[config.mk]
export PLATFORM = sky130hd
export DESIGN_NAME = pic_jump_ctrl
export DESIGN_NICKNAME = d
export VERILOG_FILES = /design/src/rtl/pic_jump_ctrl.sv
export SDC_FILE = /design/constraint.sdc
export NUM_CORES = 1
export LEC_CHECK = 0
export CORE_AREA = 2 2 93 95
export CTS_BUF_LIST = sky130_fd_sc_hd__clkbuf_8
export CTS_CLUSTER_DIAMETER = 100
export DETAILED_ROUTE_END_ITERATION = 10
export DIE_AREA = 0 0 95 97
export GPL_ROUTABILITY_DRIVEN = 0
export GPL_TIMING_DRIVEN = 0
export PLACE_DENSITY = 0.82
export REMOVE_ABC_BUFFERS = 1
export SYNTH_ARGS = -nofsm -noshare
export SYNTH_HDL_FRONTEND = slang
export SYNTH_SLANG_ARGS = --single-unit
[constraint.sdc]
create_clock -name sys_clk -period 6.8 [get_ports sys_clk]
set_clock_uncertainty 0.2 [all_clocks]
set_input_delay 0.68 -clock sys_clk [delete_from_list [all_inputs] [get_ports sys_clk]]
set_output_delay 0.68 -clock sys_clk [all_outputs]
set_load 0.05 [all_outputs]
[src/rtl/pic_jump_ctrl.sv]
// pic_jump_ctrl: bouncing-picture position controller with picture ROM address generation.
// Defining PIC_JUMP_PAUSE_EN adds a "pause" input that freezes motion at frame-end ticks.
module pic_jump_ctrl #(
  parameter int H_VALID = 640,
  parameter int V_VALID = 480,
  parameter int PIC_W   = 100,
  parameter int PIC_H   = 100,
  parameter int STEP    = 2,
  parameter int FRM_DIV = 1
) (
  input  logic        sys_clk,
  input  logic        sys_rst,
`ifdef PIC_JUMP_PAUSE_EN
  input  logic        pause,
`endif
  input  logic [9:0]  pix_x,
  input  logic [9:0]  pix_y,
  output logic [13:0] rom_addr,
  output logic        rom_rd_en,
  output logic        pic_valid,
  output logic [9:0]  pic_x,
  output logic [9:0]  pic_y,
  output logic [1:0]  dir
);

  typedef enum logic [1:0] {
    DR = 2'b00,
    UR = 2'b01,
    DL = 2'b10,
    UL = 2'b11
  } dir_state_t;

  localparam logic [10:0] STEP11   = 11'(STEP);
  localparam logic [10:0] X_MAX11  = 11'(H_VALID - PIC_W);
  localparam logic [10:0] Y_MAX11  = 11'(V_VALID - PIC_H);
  localparam logic [10:0] PIC_W11  = 11'(PIC_W);
  localparam logic [10:0] PIC_H11  = 11'(PIC_H);
  localparam logic [13:0] PIC_W14  = 14'(PIC_W);
  localparam logic [7:0]  FRM_LAST = 8'(FRM_DIV - 1);
  localparam logic [9:0]  H_LAST   = 10'(H_VALID - 1);
  localparam logic [9:0]  V_LAST   = 10'(V_VALID - 1);
  localparam logic [9:0]  PIX_NONE = 10'h3FF;

  // One axis of the bounce: returns {new direction bit, new position}.
  // Direction bit 0 means moving towards larger coordinates.
  function automatic logic [10:0] step_axis(input logic [9:0]  pos,
                                            input logic        back,
                                            input logic [10:0] limit);
    logic [10:0] pos_ext;
    logic [10:0] sum;
    pos_ext = {1'b0, pos};
    sum     = pos_ext + STEP11;
    if (!back) begin
      if (sum >= limit) step_axis = {1'b1, limit[9:0]};
      else              step_axis = {1'b0, sum[9:0]};
    end else begin
      if (pos_ext <= STEP11) step_axis = {1'b0, 10'd0};
      else                   step_axis = {1'b1, pos - STEP11[9:0]};
    end
  endfunction

  dir_state_t  state_r;
  dir_state_t  state_next_s;
  logic [9:0]  pic_x_r, pic_y_r;
  logic [7:0]  frm_cnt_r;
  logic        tick_s;
  logic        hold_s;
  logic        in_win_s;
  logic [10:0] x_step_s, y_step_s;
  logic [10:0] pix_x_ext_s, pix_y_ext_s, pic_x_ext_s, pic_y_ext_s;
  logic [13:0] rel_x_s, rel_y_s;
  logic [13:0] rom_addr_next_s;
  logic [13:0] rom_addr_r;
  logic        rom_rd_en_r;
  logic        pic_valid_r;

`ifdef PIC_JUMP_PAUSE_EN
  assign hold_s = pause;
`else
  assign hold_s = 1'b0;
`endif

  // Frame-end detection, candidate next position and window test / ROM address
  always_comb begin
    tick_s       = (pix_x == H_LAST) && (pix_y == V_LAST);
    x_step_s     = step_axis(pic_x_r, state_r[1], X_MAX11);
    y_step_s     = step_axis(pic_y_r, state_r[0], Y_MAX11);
    state_next_s = dir_state_t'({x_step_s[10], y_step_s[10]});
    pix_x_ext_s  = {1'b0, pix_x};
    pix_y_ext_s  = {1'b0, pix_y};
    pic_x_ext_s  = {1'b0, pic_x_r};
    pic_y_ext_s  = {1'b0, pic_y_r};
    // Blanking coordinates are excluded explicitly, not just by geometry.
    in_win_s     = (pix_x != PIX_NONE) && (pix_y != PIX_NONE) &&
                   (pix_x_ext_s >= pic_x_ext_s) && (pix_x_ext_s < pic_x_ext_s + PIC_W11) &&
                   (pix_y_ext_s >= pic_y_ext_s) && (pix_y_ext_s < pic_y_ext_s + PIC_H11);
    rel_x_s      = {3'b000, pix_x_ext_s - pic_x_ext_s};
    rel_y_s      = {3'b000, pix_y_ext_s - pic_y_ext_s};
    if (in_win_s) begin
      rom_addr_next_s = rel_y_s * PIC_W14 + rel_x_s;
    end else begin
      rom_addr_next_s = 14'd0;
    end
  end

  // Direction FSM, position and frame divider; moves only at frame end
  always_ff @(posedge sys_clk) begin
    if (sys_rst) begin
      state_r   <= DR;
      pic_x_r   <= 10'd0;
      pic_y_r   <= 10'd0;
      frm_cnt_r <= 8'd0;
    end else if (tick_s && !hold_s) begin
      if (frm_cnt_r >= FRM_LAST) begin
        frm_cnt_r <= 8'd0;
        state_r   <= state_next_s;
        pic_x_r   <= x_step_s[9:0];
        pic_y_r   <= y_step_s[9:0];
      end else begin
        frm_cnt_r <= frm_cnt_r + 8'd1;
      end
    end
  end

  // ROM request stage and valid delay matching the ROM read latency
  always_ff @(posedge sys_clk) begin
    if (sys_rst) begin
      rom_addr_r  <= 14'd0;
      rom_rd_en_r <= 1'b0;
      pic_valid_r <= 1'b0;
    end else begin
      rom_addr_r  <= rom_addr_next_s;
      rom_rd_en_r <= in_win_s;
      pic_valid_r <= rom_rd_en_r;
    end
  end

  assign rom_addr  = rom_addr_r;
  assign rom_rd_en = rom_rd_en_r;
  assign pic_valid = pic_valid_r;
  assign pic_x     = pic_x_r;
  assign pic_y     = pic_y_r;
  assign dir       = state_r;

endmodule

# ---- After elaboration in Yosys (flattened, before gate mapping)
# Index checks and enable logic that the tools add are counted.
dict set report totals {
  register_bits 46
  inputBits 22
  output_inout_bits 38
  word_cells 47
}
dict set report classes {
  n_addsub 10
  mul 1
  order_cmp 9
  n_eq_ne 4
  mux 7
  n_bitwise 1
  n_reduce_logical 8
}
# operator count
set ops {}
lappend ops {{two-way mux 11 bit} 6}
lappend ops {{adder 10 x 2 -> 11 bit, second input constant} 2}
lappend ops {{adder 10 x 7 -> 11 bit, second input constant} 2}
lappend ops {{less-than comparator 10 x 11 -> 1 bit} 2}
lappend ops {{subtractor 10 x 10 -> 11 bit} 2}
lappend ops {{greater-or-equal comparator 10 bit} 2}
lappend ops {{less-or-equal comparator 10 x 2 -> 1 bit, second input constant} 2}
lappend ops {{!= test 10 bit, second input constant} 2}
lappend ops {{subtractor 10 x 2 -> 10 bit, second input constant} 2}
lappend ops {{adder 14 x 11 -> 14 bit} 1}
lappend ops {{multiplier 11 x 5 -> 12 bit, second input constant} 1}
lappend ops {{greater-or-equal comparator 11 x 10 -> 1 bit, second input constant} 1}
lappend ops {{greater-or-equal comparator 11 x 9 -> 1 bit, second input constant} 1}
lappend ops {{== test 10 bit, second input constant} 1}
lappend ops {{== test 10 x 9 -> 1 bit, second input constant} 1}
lappend ops {{adder 8 x 1 -> 8 bit, second input constant} 1}
lappend ops {{greater-or-equal comparator 8 x 1 -> 1 bit, second input constant} 1}
lappend ops {{two-way mux 8 bit} 1}
lappend ops {{logical AND 1 bit} 6}
lappend ops {{AND reduction 2 bit} 1}
lappend ops {{OR reduction 2 bit} 1}
lappend ops {{inverter 1 bit} 1}

# ---- Longest topological paths before layout
dict set report logic_depth {
  depth_word 8
  mapped_depth 23
  mapped_depth_nobuf 22
}

# ---- Worst setup path before layout
# OpenSTA, ideal clock, no wires.
dict set report synth_timing {
  kind {reg2reg}
  from {register pic_y_r[1], in the netlist pic_y[1]}
  to {register rom_addr_r[13], in the netlist rom_addr[13]}
  arrival_time_ps 4821
  required_ps 6485
  slack_ps 1665
  path_stages_with_launch 21
  path_buffers 0
  path_cell_list {dfxtp_1 > inv_1 > ha_1 > or2_2 > a21oi_1 > xnor2_1 > ha_1 > ha_1 > inv_1 > fa_1 > inv_1 > ha_1 > nor2b_1 > o21a_1 > o21a_1 > nor2_1 > ha_1 > a211o_1 > o2111ai_1 > xnor2_1 > nor2_1}
}
dict set report synth_via {
  elab_chain_len 5
}
# element line_no
set synth_rtl {}
lappend synth_rtl {{from (decl)} 64} ;# logic [9:0] pic_x_r, pic_y_r;
lappend synth_rtl {{from (signal assigned)} 118} ;# pic_y_r <= y_step_s[9:0];
lappend synth_rtl {{branches (longest 5 deep; another with adder 14 x 11 -> 14 bit)} --}
lappend synth_rtl {{to (signal assigned)} 132} ;# rom_addr_r <= rom_addr_next_s;
lappend synth_rtl {{to (decl)} 73} ;# logic [13:0] rom_addr_r;
# Parallel ways; which one is timed is not known.
# A chain may end at the register's enable or synchronous reset.

# ---- Final worst setup path
dict set report layout_timing {
  from {input port pix_y[1]}
  to {register rom_addr_r[13], in the netlist rom_addr[13]}
}
dict set report layout_via {
  elab_chain_len 8
}
# element line_no
set layout_rtl {}
lappend layout_rtl {{from (decl)} 17} ;# input logic [9:0] pix_y,
lappend layout_rtl {{branches (longest 8 deep; another with adder 14 x 11 -> 14 bit)} --}
# Parallel ways; which one is timed is not known.

==> results_dict.tcl <==
set metrics [dict create \
    start_kind "input port" \
    synthArstFlopShare_pct 0 \
    cts_setup_buffers 0 \
    first_pass_iters 4 \
    placed_cell_area_um2 5294 \
    diodes 0 \
    power_mw 1.077 \
    worstReg2RegEnd "rom_addr[13]" \
    fin_util_pct 66.24 \
    period_needed_ns 5.553 \
    crit_fanout 5 \
    numCtsBuffers 5 \
    clk_latency_ns 0.29 \
    finalWirelength_um 11410 \
    min_path_cells 1 \
    die_y_um 97 \
    ys_ff_latch 36 \
    fill_cells 688 \
    layout_setup_ws_ns 1.247 \
    first_global_vias 4234 \
    worstHoldEndpoint "pic_valid" \
    drt_iter0_drc 224 \
    grt_max_degree 27 \
    yosys_warnings 0 \
    synth.distinct_cells 76 \
    drive_above_1_share_pct 4.069 \
    path_clk_slew_ns 0.08 \
    cp.required_ns 6.78 \
    cellPowerDensity_nw_per_um2 199.9 \
    cp_common_cell "ha_1" \
    outcome "complete, no violations" \
    cpPeakStageDelay_ns 0.56 \
    final_area_um2 5388 \
    ctsHoldBuffers 0 \
    max_cap_viol_count 0 \
    post_cts_resized 0 \
    grt_use_met2_pct 42.28 \
    overflow 0 \
    via_count 4493 \
    slew_violations 0 \
    wire_per_inst_um 15.34 \
    grt_util_met1_pct 35.43 \
    final_common_cell "ha_1" \
    leakagePower_nw 2.226 \
    cts_tree "yes" \
    layout.cells.most_common_list "ha_1, inv_1, clkdlybuf4s50_1" \
    cts_max_level 2 \
    crit_type "in -> reg" \
    ys.flop_type "dfxtp_1" \
    synth_edf_count 0 \
    cts.path.max_buffers 2 \
    busiest_layer "met2" \
    synth_area_um2 4693 \
    rrSetupSlack_ns 1.48 \
    preCtsSetupSlack_ns 0.9928 \
    ant_nets 0 \
    num_rows 33 \
    portBuffers 57 \
    seq_area_frac_synth_pct 15.36 \
    grt_pass1_wl_um 19490 \
    dieWidth_um 95 \
    rsz0062_at_grt "no" \
    root_buffer "clkbuf_8" \
    clock.fmax_mhz 180.1 \
    min_path_type "reg -> reg" \
    timing.rr.start "pic_y[1]" \
    layout.nets 747 \
    antenna_found_initial 0 \
    place_hpwl_um 8986 \
    critPathArrivalTime_ns 5.54 \
    relSlewSlack_pct 34.42 \
    met3_usage_pct 2.492 \
    post-route-period-util_pct 81.66 \
    ff_latch_area_um2 720.7 \
    path_delay_family "adder cells" \
    initial_utilization_pct 57.70 \
    drc_errors 0 \
    cp_slowest_cell "clkdlybuf4s50_1" \
    area_delta_synth_final_pct 14.80 \
    cp_cell_sequence "clkdlybuf4s50_1 -> inv_1 -> fa_1 -> nand2b_1 -> a21oi_2 -> xor2_1 -> ha_1 -> ha_1 -> inv_1 -> fa_1 -> inv_1 -> ha_1 -> o21a_1 -> o21a_1 -> nor2_1 -> ha_1 -> a211o_1 -> o2111ai_1 -> xnor2_1 -> nor2_1" \
    critPathCaptureType "register" \
    viasPerCell 6.039 \
    syn-instance-count 592 \
    finalHoldViolations 0 \
    fp.coreArea_um2 8134 \
    hold_start "rom_rd_en" \
    path_buf_inv 4 \
    ir_drop_mv 0.1597 \
    worst_pin_slew_ns 0.9809 \
    dieArea_um2 9215 \
    cts.sink_count 36 \
    postSynthAreaPerCell_um2 7.928 \
    ioPinCount 60 \
    rr_worst_depth 20 \
    fin_setup_tns_ns 0 \
    setup_viol 0 \
    grt_use_total_pct 25.38 \
    multi_input_area_um2 3627 \
]
==> registers in the layout, indices dropped and copies added (netlist names) <==
name       count
dir            2
pic_valid      1
pic_x          9
pic_y          9
rom_addr      14
rom_rd_en      1
==> layer usage <==
metal / vias up / part of all wire (%)
met1: 2116 / 45
li1: 2215 / -
met2: 148 / 48
met5: - / 0
met3: 14 / 5.2
met4: 0 / 0.96
==> logic make-up (layout without fill, tap and decap cells) <==
group / count (synthesis) / after routing / share of synthesized area, %
adders and majority gates: 87 / 87 / 24.63
xor gates and xnor gates: 49 / 49 / 9.757
other: 1 / 4 / 0.07990
AOI/OAI and AO/OA: 161 / 161 / 23.67
muxes: 1 / 1 / 0.2133
DFF: 36 / 36 / 15.36
and+or+nand+nor: 171 / 171 / 18.69
buffers and inverters: 86 / 130 / 7.598
==> synthesized netlist by cell type (16+ instances only) <==
cell type  number  share of area (%)
nand3_1        19                2.0
nor2_1         37                3.0
xor2_1         16                3.0
ha_1           78                 21
a21oi_1        45                4.8
o21ai_0        31                3.3
inv_1          64                5.1
xnor2_1        31                5.8
nand2_1        33                2.6
dfxtp_1        36                 15
nor3_1         25                2.7
==> worst reg2reg max path, delay by kind of cell (launching register included) <==
kind                       cells  cell delay, ns
adders and majority gates      6            2.04
and+or+nand+nor                4            0.64
buffers and inverters          3            0.23
AOI/OAI and AO/OA              5            1.10
xor gates and xnor gates       2            0.40
DFF                            1            0.60
==> power by group <==
| group | switching, mW | internal (mW) | total [mW] |
|---|---|---|---|
| clock | 0.0834 | 0.0810 | 0.164 |
| sequential | 0.00296 | 0.216 | 0.219 |
| combinational | 0.383 | 0.311 | 0.694 |
==> worst max-delay path by stage <==
stage | start | end | slack, ns | cells past startpoint
global placement | pix_y[1] | rom_addr[13] | 1.05 | 20
detailed placement | pix_y[1] | rom_addr[13] | 0.99 | 20
global route | pix_y[1] | rom_addr[13] | 0.98 | 21
finish | pix_y[1] | rom_addr[13] | 1.25 | 20
floorplan | pic_y[1] | rom_addr[13] | 1.66 | 20
CTS | pix_y[1] | rom_addr[13] | 1.28 | 20
==> metrics by stage <==
step                cells  hold WS (ns)
floorplan             574        0.5005
global placement      736        0.2631
detailed placement    736        0.2643
CTS                   744        0.2786
global route          744        0.3005
finish                744        0.2709
==> cell type report <==
type / count / share of cell area [%]
flip-flops and latches: 36 / 13.38
well taps: 105 / 2.438
repair buffers: 57 / 10.59
clock inverters: 2 / 0.2090
inverters: 65 / 4.529
clock buffers: 6 / 1.533
multi-input cells: 473 / 67.32
(Power assumes the default switching activity.)
